==> src/rtl/par_note_defs.sv <==
// Shared definitions for the parallel-bus note player: register map, field
// positions, FSM encoding and note word slicing.
package par_note_defs;

    localparam logic [1:0] REG_NOTE   = 2'd0;
    localparam logic [1:0] REG_STATUS = 2'd1;
    localparam logic [1:0] REG_CTRL   = 2'd2;
    localparam logic [1:0] REG_TICK   = 2'd3;

    localparam int STAT_EMPTY   = 0;
    localparam int STAT_FULL    = 1;
    localparam int STAT_PLAYING = 2;
    localparam int STAT_OVF     = 3;
    localparam int STAT_CNT_LSB = 4;
    localparam int STAT_CNT_W   = 8;

    // STATUS write command bits
    localparam int STAT_FLUSH   = 0;
    localparam int STAT_CLR_OVF = 1;

    localparam int CTRL_EN = 0;

    localparam int NOTE_W   = 32;
    localparam int PERIOD_W = 16;
    localparam int DUR_W    = 16;
    localparam int TICK_W   = 24;

    typedef enum logic [1:0] {
        ST_IDLE = 2'd0,
        ST_LOAD = 2'd1,
        ST_PLAY = 2'd2
    } state_t;

    function automatic logic [PERIOD_W-1:0] note_period(input logic [NOTE_W-1:0] w);
        return w[PERIOD_W-1:0];
    endfunction

    function automatic logic [DUR_W-1:0] note_dur(input logic [NOTE_W-1:0] w);
        return w[NOTE_W-1:NOTE_W-DUR_W];
    endfunction

endpackage

==> src/rtl/note_fifo.sv <==
// Synchronous show-ahead FIFO for note words; a push while full is accepted
// when a pop happens in the same cycle, and flush overrides everything.
module note_fifo #(
    parameter int WIDTH = 32,
    parameter int DEPTH = 8,
    localparam int AW = $clog2(DEPTH),
    localparam int CW = AW + 1
) (
    input  logic             clk,
    input  logic             rst,
    input  logic             push,
    input  logic             pop,
    input  logic             flush,
    input  logic [WIDTH-1:0] din,
    output logic [WIDTH-1:0] dout,
    output logic             full,
    output logic             empty,
    output logic [CW-1:0]    count
);

    logic [WIDTH-1:0] mem [DEPTH];
    logic [AW-1:0]    wr_ptr_reg;
    logic [AW-1:0]    rd_ptr_reg;
    logic [CW-1:0]    count_reg;
    logic             push_ok;
    logic             pop_ok;

    assign full    = (count_reg == CW'(DEPTH));
    assign empty   = (count_reg == '0);
    assign count   = count_reg;
    assign dout    = mem[rd_ptr_reg];
    assign pop_ok  = pop && !empty && !flush;
    assign push_ok = push && (!full || pop_ok) && !flush;

    always_ff @(posedge clk) begin
        if (push_ok) begin
            mem[wr_ptr_reg] <= din;
        end
    end

    always_ff @(posedge clk) begin
        if (rst || flush) begin
            wr_ptr_reg <= '0;
            rd_ptr_reg <= '0;
            count_reg  <= '0;
        end else begin
            if (push_ok) begin
                wr_ptr_reg <= wr_ptr_reg + AW'(1);
            end
            if (pop_ok) begin
                rd_ptr_reg <= rd_ptr_reg + AW'(1);
            end
            case ({push_ok, pop_ok})
                2'b10:   count_reg <= count_reg + CW'(1);
                2'b01:   count_reg <= count_reg - CW'(1);
                default: count_reg <= count_reg;
            endcase
        end
    end

endmodule

==> src/rtl/par_note_player.sv <==
// Parallel-bus note player: register decode, CTRL/TICK, playback FSM and the
// half-period / prescaler / duration counters driving the square-wave output.
module par_note_player
    import par_note_defs::*;
#(
    parameter int DATA_W     = 32,
    parameter int ADDR_W     = 13,
    parameter int FIFO_DEPTH = 8,
    parameter int TICK_RST   = 49999
) (
    input  logic              clk,
    input  logic              rst,
    input  logic [ADDR_W-2:0] par_addr,
    input  logic [DATA_W-1:0] par_wdata,
    input  logic              par_we,
    input  logic              par_re,
    output logic [DATA_W-1:0] par_rdata,
    output logic              snd,
    output logic              playing
);

    localparam int CNT_W = $clog2(FIFO_DEPTH) + 1;

    state_t              state_reg, state_next;
    logic                enable_reg;
    logic [TICK_W-1:0]   tick_reg;
    logic                overflow_reg;
    logic [PERIOD_W-1:0] per_reg, per_next;
    logic [DUR_W-1:0]    dur_reg, dur_next;
    logic [PERIOD_W-1:0] hp_reg, hp_next;
    logic [TICK_W-1:0]   ps_reg, ps_next;
    logic                snd_reg, snd_next;

    logic [1:0]        reg_sel;
    logic              wr_note, wr_status, wr_ctrl, wr_tick;
    logic              flush, clr_ovf, ctrl_off, stop;
    logic              pop, tick, push_drop;
    logic              fifo_full, fifo_empty;
    logic [CNT_W-1:0]  fifo_count;
    logic [NOTE_W-1:0] head;
    logic              unused_bits;

    assign reg_sel     = par_addr[1:0];
    assign wr_note     = par_we && (reg_sel == REG_NOTE);
    assign wr_status   = par_we && (reg_sel == REG_STATUS);
    assign wr_ctrl     = par_we && (reg_sel == REG_CTRL);
    assign wr_tick     = par_we && (reg_sel == REG_TICK);
    assign flush       = wr_status && par_wdata[STAT_FLUSH];
    assign clr_ovf     = wr_status && par_wdata[STAT_CLR_OVF];
    assign ctrl_off    = wr_ctrl && !par_wdata[CTRL_EN];
    // Disabling takes effect on the write cycle itself so the output is quiet next cycle
    assign stop        = flush || ctrl_off || !enable_reg;
    assign push_drop   = wr_note && fifo_full && !pop && !flush;
    assign unused_bits = ^{par_addr, par_wdata};

    assign snd     = snd_reg;
    assign playing = (state_reg != ST_IDLE);

    note_fifo #(
        .WIDTH (NOTE_W),
        .DEPTH (FIFO_DEPTH)
    ) u_fifo (
        .clk   (clk),
        .rst   (rst),
        .push  (wr_note),
        .pop   (pop),
        .flush (flush),
        .din   (par_wdata[NOTE_W-1:0]),
        .dout  (head),
        .full  (fifo_full),
        .empty (fifo_empty),
        .count (fifo_count)
    );

    always_comb begin
        par_rdata = '0;
        if (par_re) begin
            case (reg_sel)
                REG_STATUS: begin
                    par_rdata[STAT_EMPTY]                   = fifo_empty;
                    par_rdata[STAT_FULL]                    = fifo_full;
                    par_rdata[STAT_PLAYING]                 = playing;
                    par_rdata[STAT_OVF]                     = overflow_reg;
                    par_rdata[STAT_CNT_LSB +: STAT_CNT_W]   = STAT_CNT_W'(fifo_count);
                end
                REG_CTRL: par_rdata[CTRL_EN]     = enable_reg;
                REG_TICK: par_rdata[TICK_W-1:0]  = tick_reg;
                default:  par_rdata              = '0;
            endcase
        end
    end

    always_comb begin
        state_next = state_reg;
        per_next   = per_reg;
        dur_next   = dur_reg;
        hp_next    = hp_reg;
        ps_next    = ps_reg;
        snd_next   = snd_reg;
        pop        = 1'b0;
        tick       = (ps_reg == tick_reg);
        case (state_reg)
            ST_IDLE: begin
                snd_next = 1'b0;
                if (!fifo_empty) begin
                    state_next = ST_LOAD;
                end
            end
            ST_LOAD: begin
                pop      = 1'b1;
                per_next = note_period(head);
                dur_next = note_dur(head);
                hp_next  = '0;
                ps_next  = '0;
                snd_next = 1'b0;
                // Zero-length notes are skipped; count still includes the head being popped
                if (note_dur(head) == '0) begin
                    state_next = (fifo_count > CNT_W'(1)) ? ST_LOAD : ST_IDLE;
                end else begin
                    state_next = ST_PLAY;
                end
            end
            ST_PLAY: begin
                if (per_reg != '0) begin
                    if (hp_reg == per_reg - PERIOD_W'(1)) begin
                        hp_next  = '0;
                        snd_next = !snd_reg;
                    end else begin
                        hp_next = hp_reg + PERIOD_W'(1);
                    end
                end else begin
                    snd_next = 1'b0;
                end
                if (tick) begin
                    ps_next  = '0;
                    dur_next = dur_reg - DUR_W'(1);
                    if (dur_reg == DUR_W'(1)) begin
                        state_next = fifo_empty ? ST_IDLE : ST_LOAD;
                        snd_next   = 1'b0;
                    end
                end else begin
                    ps_next = ps_reg + TICK_W'(1);
                end
            end
            default: state_next = ST_IDLE;
        endcase
        if (stop) begin
            state_next = ST_IDLE;
            pop        = 1'b0;
            snd_next   = 1'b0;
        end
    end

    always_ff @(posedge clk) begin
        if (rst) begin
            state_reg    <= ST_IDLE;
            enable_reg   <= 1'b0;
            tick_reg     <= TICK_W'(TICK_RST);
            overflow_reg <= 1'b0;
            per_reg      <= '0;
            dur_reg      <= '0;
            hp_reg       <= '0;
            ps_reg       <= '0;
            snd_reg      <= 1'b0;
        end else begin
            state_reg <= state_next;
            per_reg   <= per_next;
            dur_reg   <= dur_next;
            hp_reg    <= hp_next;
            ps_reg    <= ps_next;
            snd_reg   <= snd_next;
            if (wr_ctrl) begin
                enable_reg <= par_wdata[CTRL_EN];
            end
            if (wr_tick) begin
                tick_reg <= par_wdata[TICK_W-1:0];
            end
            if (push_drop) begin
                overflow_reg <= 1'b1;
            end else if (clr_ovf) begin
                overflow_reg <= 1'b0;
            end
        end
    end

endmodule
==> config.mk <==
export PLATFORM = sky130hd
export DESIGN_NAME = par_note_player
export DESIGN_NICKNAME = d
export VERILOG_FILES = /design/src/rtl/par_note_defs.sv /design/src/rtl/note_fifo.sv /design/src/rtl/par_note_player.sv
export SDC_FILE = /design/constraint.sdc
export NUM_CORES = 1
export LEC_CHECK = 0
export CAP_MARGIN = 20
export CORE_MARGIN = 2
export CORE_UTILIZATION = 46
export DETAILED_ROUTE_END_ITERATION = 10
export GPL_TIMING_DRIVEN = 0
export REMOVE_ABC_BUFFERS = 1
export SLEW_MARGIN = 20
export SYNTH_ARGS = -nofsm -noshare
export SYNTH_HDL_FRONTEND = slang
export SYNTH_SLANG_ARGS = --single-unit
==> constraint.sdc <==
create_clock -name clk -period 7.2 [get_ports clk]
set_clock_uncertainty 0.2 [all_clocks]
set_input_delay 2.16 -clock clk [delete_from_list [all_inputs] [get_ports clk]]
set_output_delay 2.16 -clock clk [all_outputs]
set_load 0.005 [all_outputs]
; ---- After elaboration in Yosys (flattened, before gate mapping)
; Memories as Yosys holds them, arrays and structs flattened. A register that Yosys moved wholly into a read port is not among the register bits.
; Index checks and enable logic that the tools add are counted.
[totals]
register_bits = 111
mem_bits_rw = 256
inputBits = 48
mem_count = 1
[memory_table]
columns = memory, depth, word_bits, rd, rd_clocked_by_memory_dff, write_ports, line_no
row1 = u_fifo.mem, 8, 32, 1, 1, 1, note_fifo.sv:21  ; logic [WIDTH-1:0] mem [DEPTH];
[op_classes]
addsub = 8
n_lt_le_gt_ge = 1
n_eq_ne = 15
n_mux = 32
n_reduce_logical = 40
[op_table]
columns = op, count
row1 = one-hot mux 16 bit (2 select lines), 2
row2 = 2-to-1 mux 16 bit, 3
row3 = 2-to-1 mux 24 bit, 2
row4 = one-hot mux 24 bit (2 select lines), 1
row5 = "subtractor 16 x 1 -> 16 bit, second input constant", 2
row6 = "adder 24 x 1 -> 24 bit, second input constant", 1
row7 = == test 24 bit, 1
row8 = one-hot mux 11 bit (2 select lines), 1
row9 = "adder 16 x 1 -> 16 bit, second input constant", 1
row10 = "== test 16 x 1 -> 1 bit, second input constant", 1
row11 = == test 16 bit, 1
row12 = zero test 16 bit, 1
row13 = nonzero test 16 bit, 1
row14 = logical AND 1 bit, 14
row15 = 2-to-1 mux 1 bit, 12
row16 = 2-to-1 mux 12 bit, 1
row17 = nonzero test 2 bit, 5
row18 = "== test 2 bit, second input constant", 4
row19 = 2-to-1 mux 2 bit, 4
row20 = "inequality test 2 bit, second input constant", 4
row21 = one-hot mux 4 bit (2 select lines), 1
row22 = zero test 1 bit, 7
row23 = "adder 3 x 1 -> 3 bit, second input constant", 2
row24 = "== test 2 x 1 -> 1 bit, second input constant", 3
row25 = other kinds (14), 21

; ---- Logic depth before layout (Yosys ltp)
[logic_depth]
ltp_word = 13
mapped_depth = 12

; ---- Hierarchy
; A second synthesis with hierarchy kept.
[hier_totals]
cells_unflattened = 1218
hier_area_um2 = 16323.2
[modules_own_cells]
columns = module, instances, cells_each, area_each_um2, seq_area_each_um2
row1 = note_fifo, 1, 451, 10294.9, 7947.6
row2 = par_note_player, 1, 767, 6028.3, 2021.9

; ---- Worst setup path after synthesis
; No wires, ideal clock.
[synth_path]
path_kind = input-to-reg
from = input port par_addr[1]
to = memory u_fifo.mem[4][0], enable pin
setup_ns = 0.461
arrival_time_ns = 5.921
setup_slack_ns = 0.618
path_stages = 8
cell_sequence = clkbuf_1 > and3b_1 > o21ai_0 > nand3_1 > and4b_1 > nor3_1 > nand2_1 > nor3_1
[synth_between]
elab_chain_cells = 13
word_cells_on_any_way = 19
[synth_rtl]
columns = element, line_no
row1 = start: declaration, par_note_player.sv:13  ; input logic [ADDR_W-2:0] par_addr,
row2 = == test 2 x 1 -> 1 bit / == test 2 bit (equally long branches), "par_note_player.sv:45, par_note_player.sv:46"
row3 = logical AND 1 bit (on tied branches), "par_note_player.sv:45, par_note_player.sv:46"
row4 = logical AND 1 bit (on tied branches), "par_note_player.sv:48, par_note_player.sv:50"
row5 = logical OR 1 bit (2 in a row), par_note_player.sv:52  ; assign stop = flush || ctrl_off || !enable_reg;
row6 = 2-to-1 mux 1 bit, par_note_player.sv:147  ; if (stop) begin
row7 = logical AND 1 bit (2 in a row), note_fifo.sv:32  ; assign pop_ok = pop && !empty && !flush;
row8 = logical OR 1 bit, note_fifo.sv:33  ; assign push_ok = push && (!full || pop_ok) && !flush;
row9 = logical AND 1 bit, note_fifo.sv:33
row10 = logical AND 1 bit (*), note_fifo.sv:33
row11 = 2-to-1 mux 1 bit (*), note_fifo.sv:36  ; if (push_ok) begin
row12 = 2-to-1 mux 1 bit (not written as such) (*), note_fifo.sv:37  ; mem[wr_ptr_reg] <= din;
row13 = end: declaration, note_fifo.sv:21
; Mark *: on every way between the ends. The rest lies on a longest branch, timed or not.

; ---- Final worst setup path
[layout_path]
from = input port par_addr[1]
to = output port par_rdata[18]
[layout_between]
elab_chain_cells = 3
[layout_rtl]
columns = element, line_no
row1 = == test 2 bit, par_note_player.sv:78  ; case (reg_sel)
row2 = 2-to-1 mux 12 bit, par_note_player.sv:78
row3 = 2-to-1 mux 24 bit, par_note_player.sv:77  ; if (par_re) begin
row4 = end: declaration, par_note_player.sv:17  ; output logic [DATA_W-1:0] par_rdata,
; Every way passes these cells.

==> flow_metrics.tcl <==
set metrics [dict create \
    status "completed" \
    ys.flop_type "edfxtp_1" \
    fin_cells 1760 \
    crit_arrival_ns 4.50 \
    synth_top_area_cell "edfxtp_1" \
    rrSetupSlack_ns 2.92 \
    cp-start-kind "input pin" \
    yosysMostFrequentCell "edfxtp_1" \
    cts_made_buffers 41 \
    cp.required_ns 4.84 \
    overflow 0 \
    cts-resized-gates 0 \
    finalCritPeriodShare 0.953 \
    endpoint_kind "output port" \
    min_path_cells 2 \
    post-cts-setup-buffers 0 \
    detailed_place.area_sq_um 17500 \
    die_w_um 192 \
    syn_inst 1214 \
    startpoint "par_addr[1]" \
    drt_iter0_drc 618 \
    grt_max_degree 69 \
    yosysUniqueCellTypes 75 \
    p_leak_uw 0.00616 \
    num_rows 68 \
    initial_core_util 0.467 \
    grt_pass1_wl_um 57600 \
    vias 10018 \
    synth_area_sq_um 16200 \
    cts_max_path_buffers 3 \
    ir_worst_vdd_mv 0.217 \
    htree_levels 2 \
    relSlewSlack 0.345 \
    hpwl_um 24300 \
    synth_enable_flop_cells 256 \
    worst_slew_pin_slew_ns 0.982 \
    min_path_type "reg2reg" \
    async_reset_ff_frac 0 \
    worst_r2r_endpoint "u_fifo.mem[4][18]" \
    gp_congestion 0.831 \
    wl_met1_um 16600 \
    fmax_mhz 146 \
    final_nets 1336 \
    fin_util 0.543 \
    r2r_start "state_reg[1]" \
    finalHoldViolations 0 \
    track_usage 0.206 \
    setup_viol 0 \
    io_buffers 63 \
    top_layer "met4" \
    final_max_slew_viol_count 0 \
    root_buffer "clkbuf_16" \
    cts_tree "yes" \
    wl_met2_um 18000 \
    clk_latency_ns 0.54 \
    wirelength_um 36900 \
    dr.pass1.iters 5 \
    antenna_found_initial 0 \
    largest_reg_flops 256 \
    maxCapViolCount 0 \
    ant_nets 0 \
    first_global_vias 9926 \
    synth_top_area_share 0.475 \
    rr_worst_depth 10 \
    die_area_sq_um 36700 \
    crit_type "in2out" \
    coreArea_sq_um 34600 \
    cts_hold_buffers 0 \
    yosysSeqAreaShare 0.616 \
    synthTopCellsByCount "edfxtp_1 (256), dfxtp_1 (114), nand2_1 (101)" \
    drive_above_1_share 0.135 \
    drc 0 \
    ys_ff_latch 370 \
    syn_to_final_growth_pct 16.3 \
    endpoint "par_rdata[18]" \
    whs_ns 0.270 \
    post_drt_wl_per_cell_um 21.0 \
    dp_cells 1684 \
    clkSinkCount 370 \
    fin_area_sq_um 18800 \
    ios 82 \
    wl_met3_um 1500 \
    power.density_nw_per_um2 239 \
    cp_max_fo 19 \
    diodes 0 \
    syn_area_per_cell_sq_um 13.3 \
    rsz0062_at_grt "no" \
    clk_pin_slew_ns 0.06 \
    vias_per_cell 5.69 \
    synth.area.top_cells "edfxtp_1 (48%), dfxtp_1 (14%), mux4_2 (8.9%)" \
    period_needed_ns 6.86 \
    die_h_um 192 \
    synth_warnings 0 \
    finalSetupTns_ns 0 \
]
-- metrics by stage --
stage | power (uW) | setup slack (ns)
4_1_cts | 4540 | 0.354
6_report | 4490 | 0.338
2_1_floorplan | 2400 | 0.810
5_1_grt | 4640 | 0.190
3_3_place_gp | 2480 | -3.25
3_5_place_dp | 2480 | 0.360
-- cell type report --
type	count	area [sq um]
clock buffer	55	1150
clock inverter	21	185
fill	2868	15800
inverter	20	75.1
multi-input combinational	755	5880
sequential	370	9980
tap	455	569
timing repair buffer	84	963
-- where the power goes --
group,switching [uW],leakage [uW],total [uW],internal (uW)
combinational,83.9,0.00229,141,57.2
sequential,11.9,0.00323,2300,2290
clock,825,0.000646,2060,1230
-- worst min-delay path by stage --
stage | start | end | slack (ns)
final | dur_reg[14] | dur_reg[14] | 0.27
after global routing | dur_reg[14] | dur_reg[14] | 0.30
after CTS | dur_reg[14] | dur_reg[14] | 0.27
after detailed placement | dur_reg[14] | dur_reg[14] | 0.26
after global placement | dur_reg[14] | dur_reg[14] | 0.26
after floorplan | dur_reg[14] | dur_reg[14] | 0.24
-- layout by cell type, fill, tap and decap left out, types with 5 or more instances in the layout --
master and n:
nor2_4 6, xnor2_1 22, ha_1 15, conb_1 8
nand3b_1 17, a211oi_1 23, buf_16 6, o21ai_0 37
dfxtp_1 111, xor2_1 36, nor3_1 19, nand3_1 15
clkbuf_1 9, nor2b_1 6, a22o_1 7, a21o_1 7
clkinv_2 5, a21oi_1 63, buf_4 10, nor3b_1 10
and3_1 19, and2_1 19, a311oi_1 6, clkinv_1 9
edfxtp_1 256, nand2_1 101, nor2_1 91, inv_1 19
mux2i_1 45, or3_1 10, clkbuf_16 43, mux4_2 64
nand4_1 17, nor4_1 12, nand2b_1 6, clkdlybuf4s50_1 62
-- cells by family after synthesis --
logic type | count (synthesis) | synth area share
XOR/XNOR | 59 | 0.0329
other | 1 | 0.000232
AND/OR/NAND/NOR | 380 | 0.122
flip-flops | 370 | 0.616
AO/OA/AOI/OAI | 182 | 0.0723
adder cells (fa/ha/maj) | 16 | 0.0124
buffers and inverters | 96 | 0.0263
multiplexers | 110 | 0.118
-- worst max-delay path, cell delays in order --
cell	delay, ns
clkdlybuf4s50_1	0.96
and3_1	0.60
and2_1	0.26
clkdlybuf4s50_1	0.52
-- routing by layer --
metal	vias up	global-route usage
li1	4719	-
met1	5040	0.282
met2	204	0.344
met3	55	0.0305
met4	0	0.0586
met5	-	0
(Power assumes the default switching activity.)
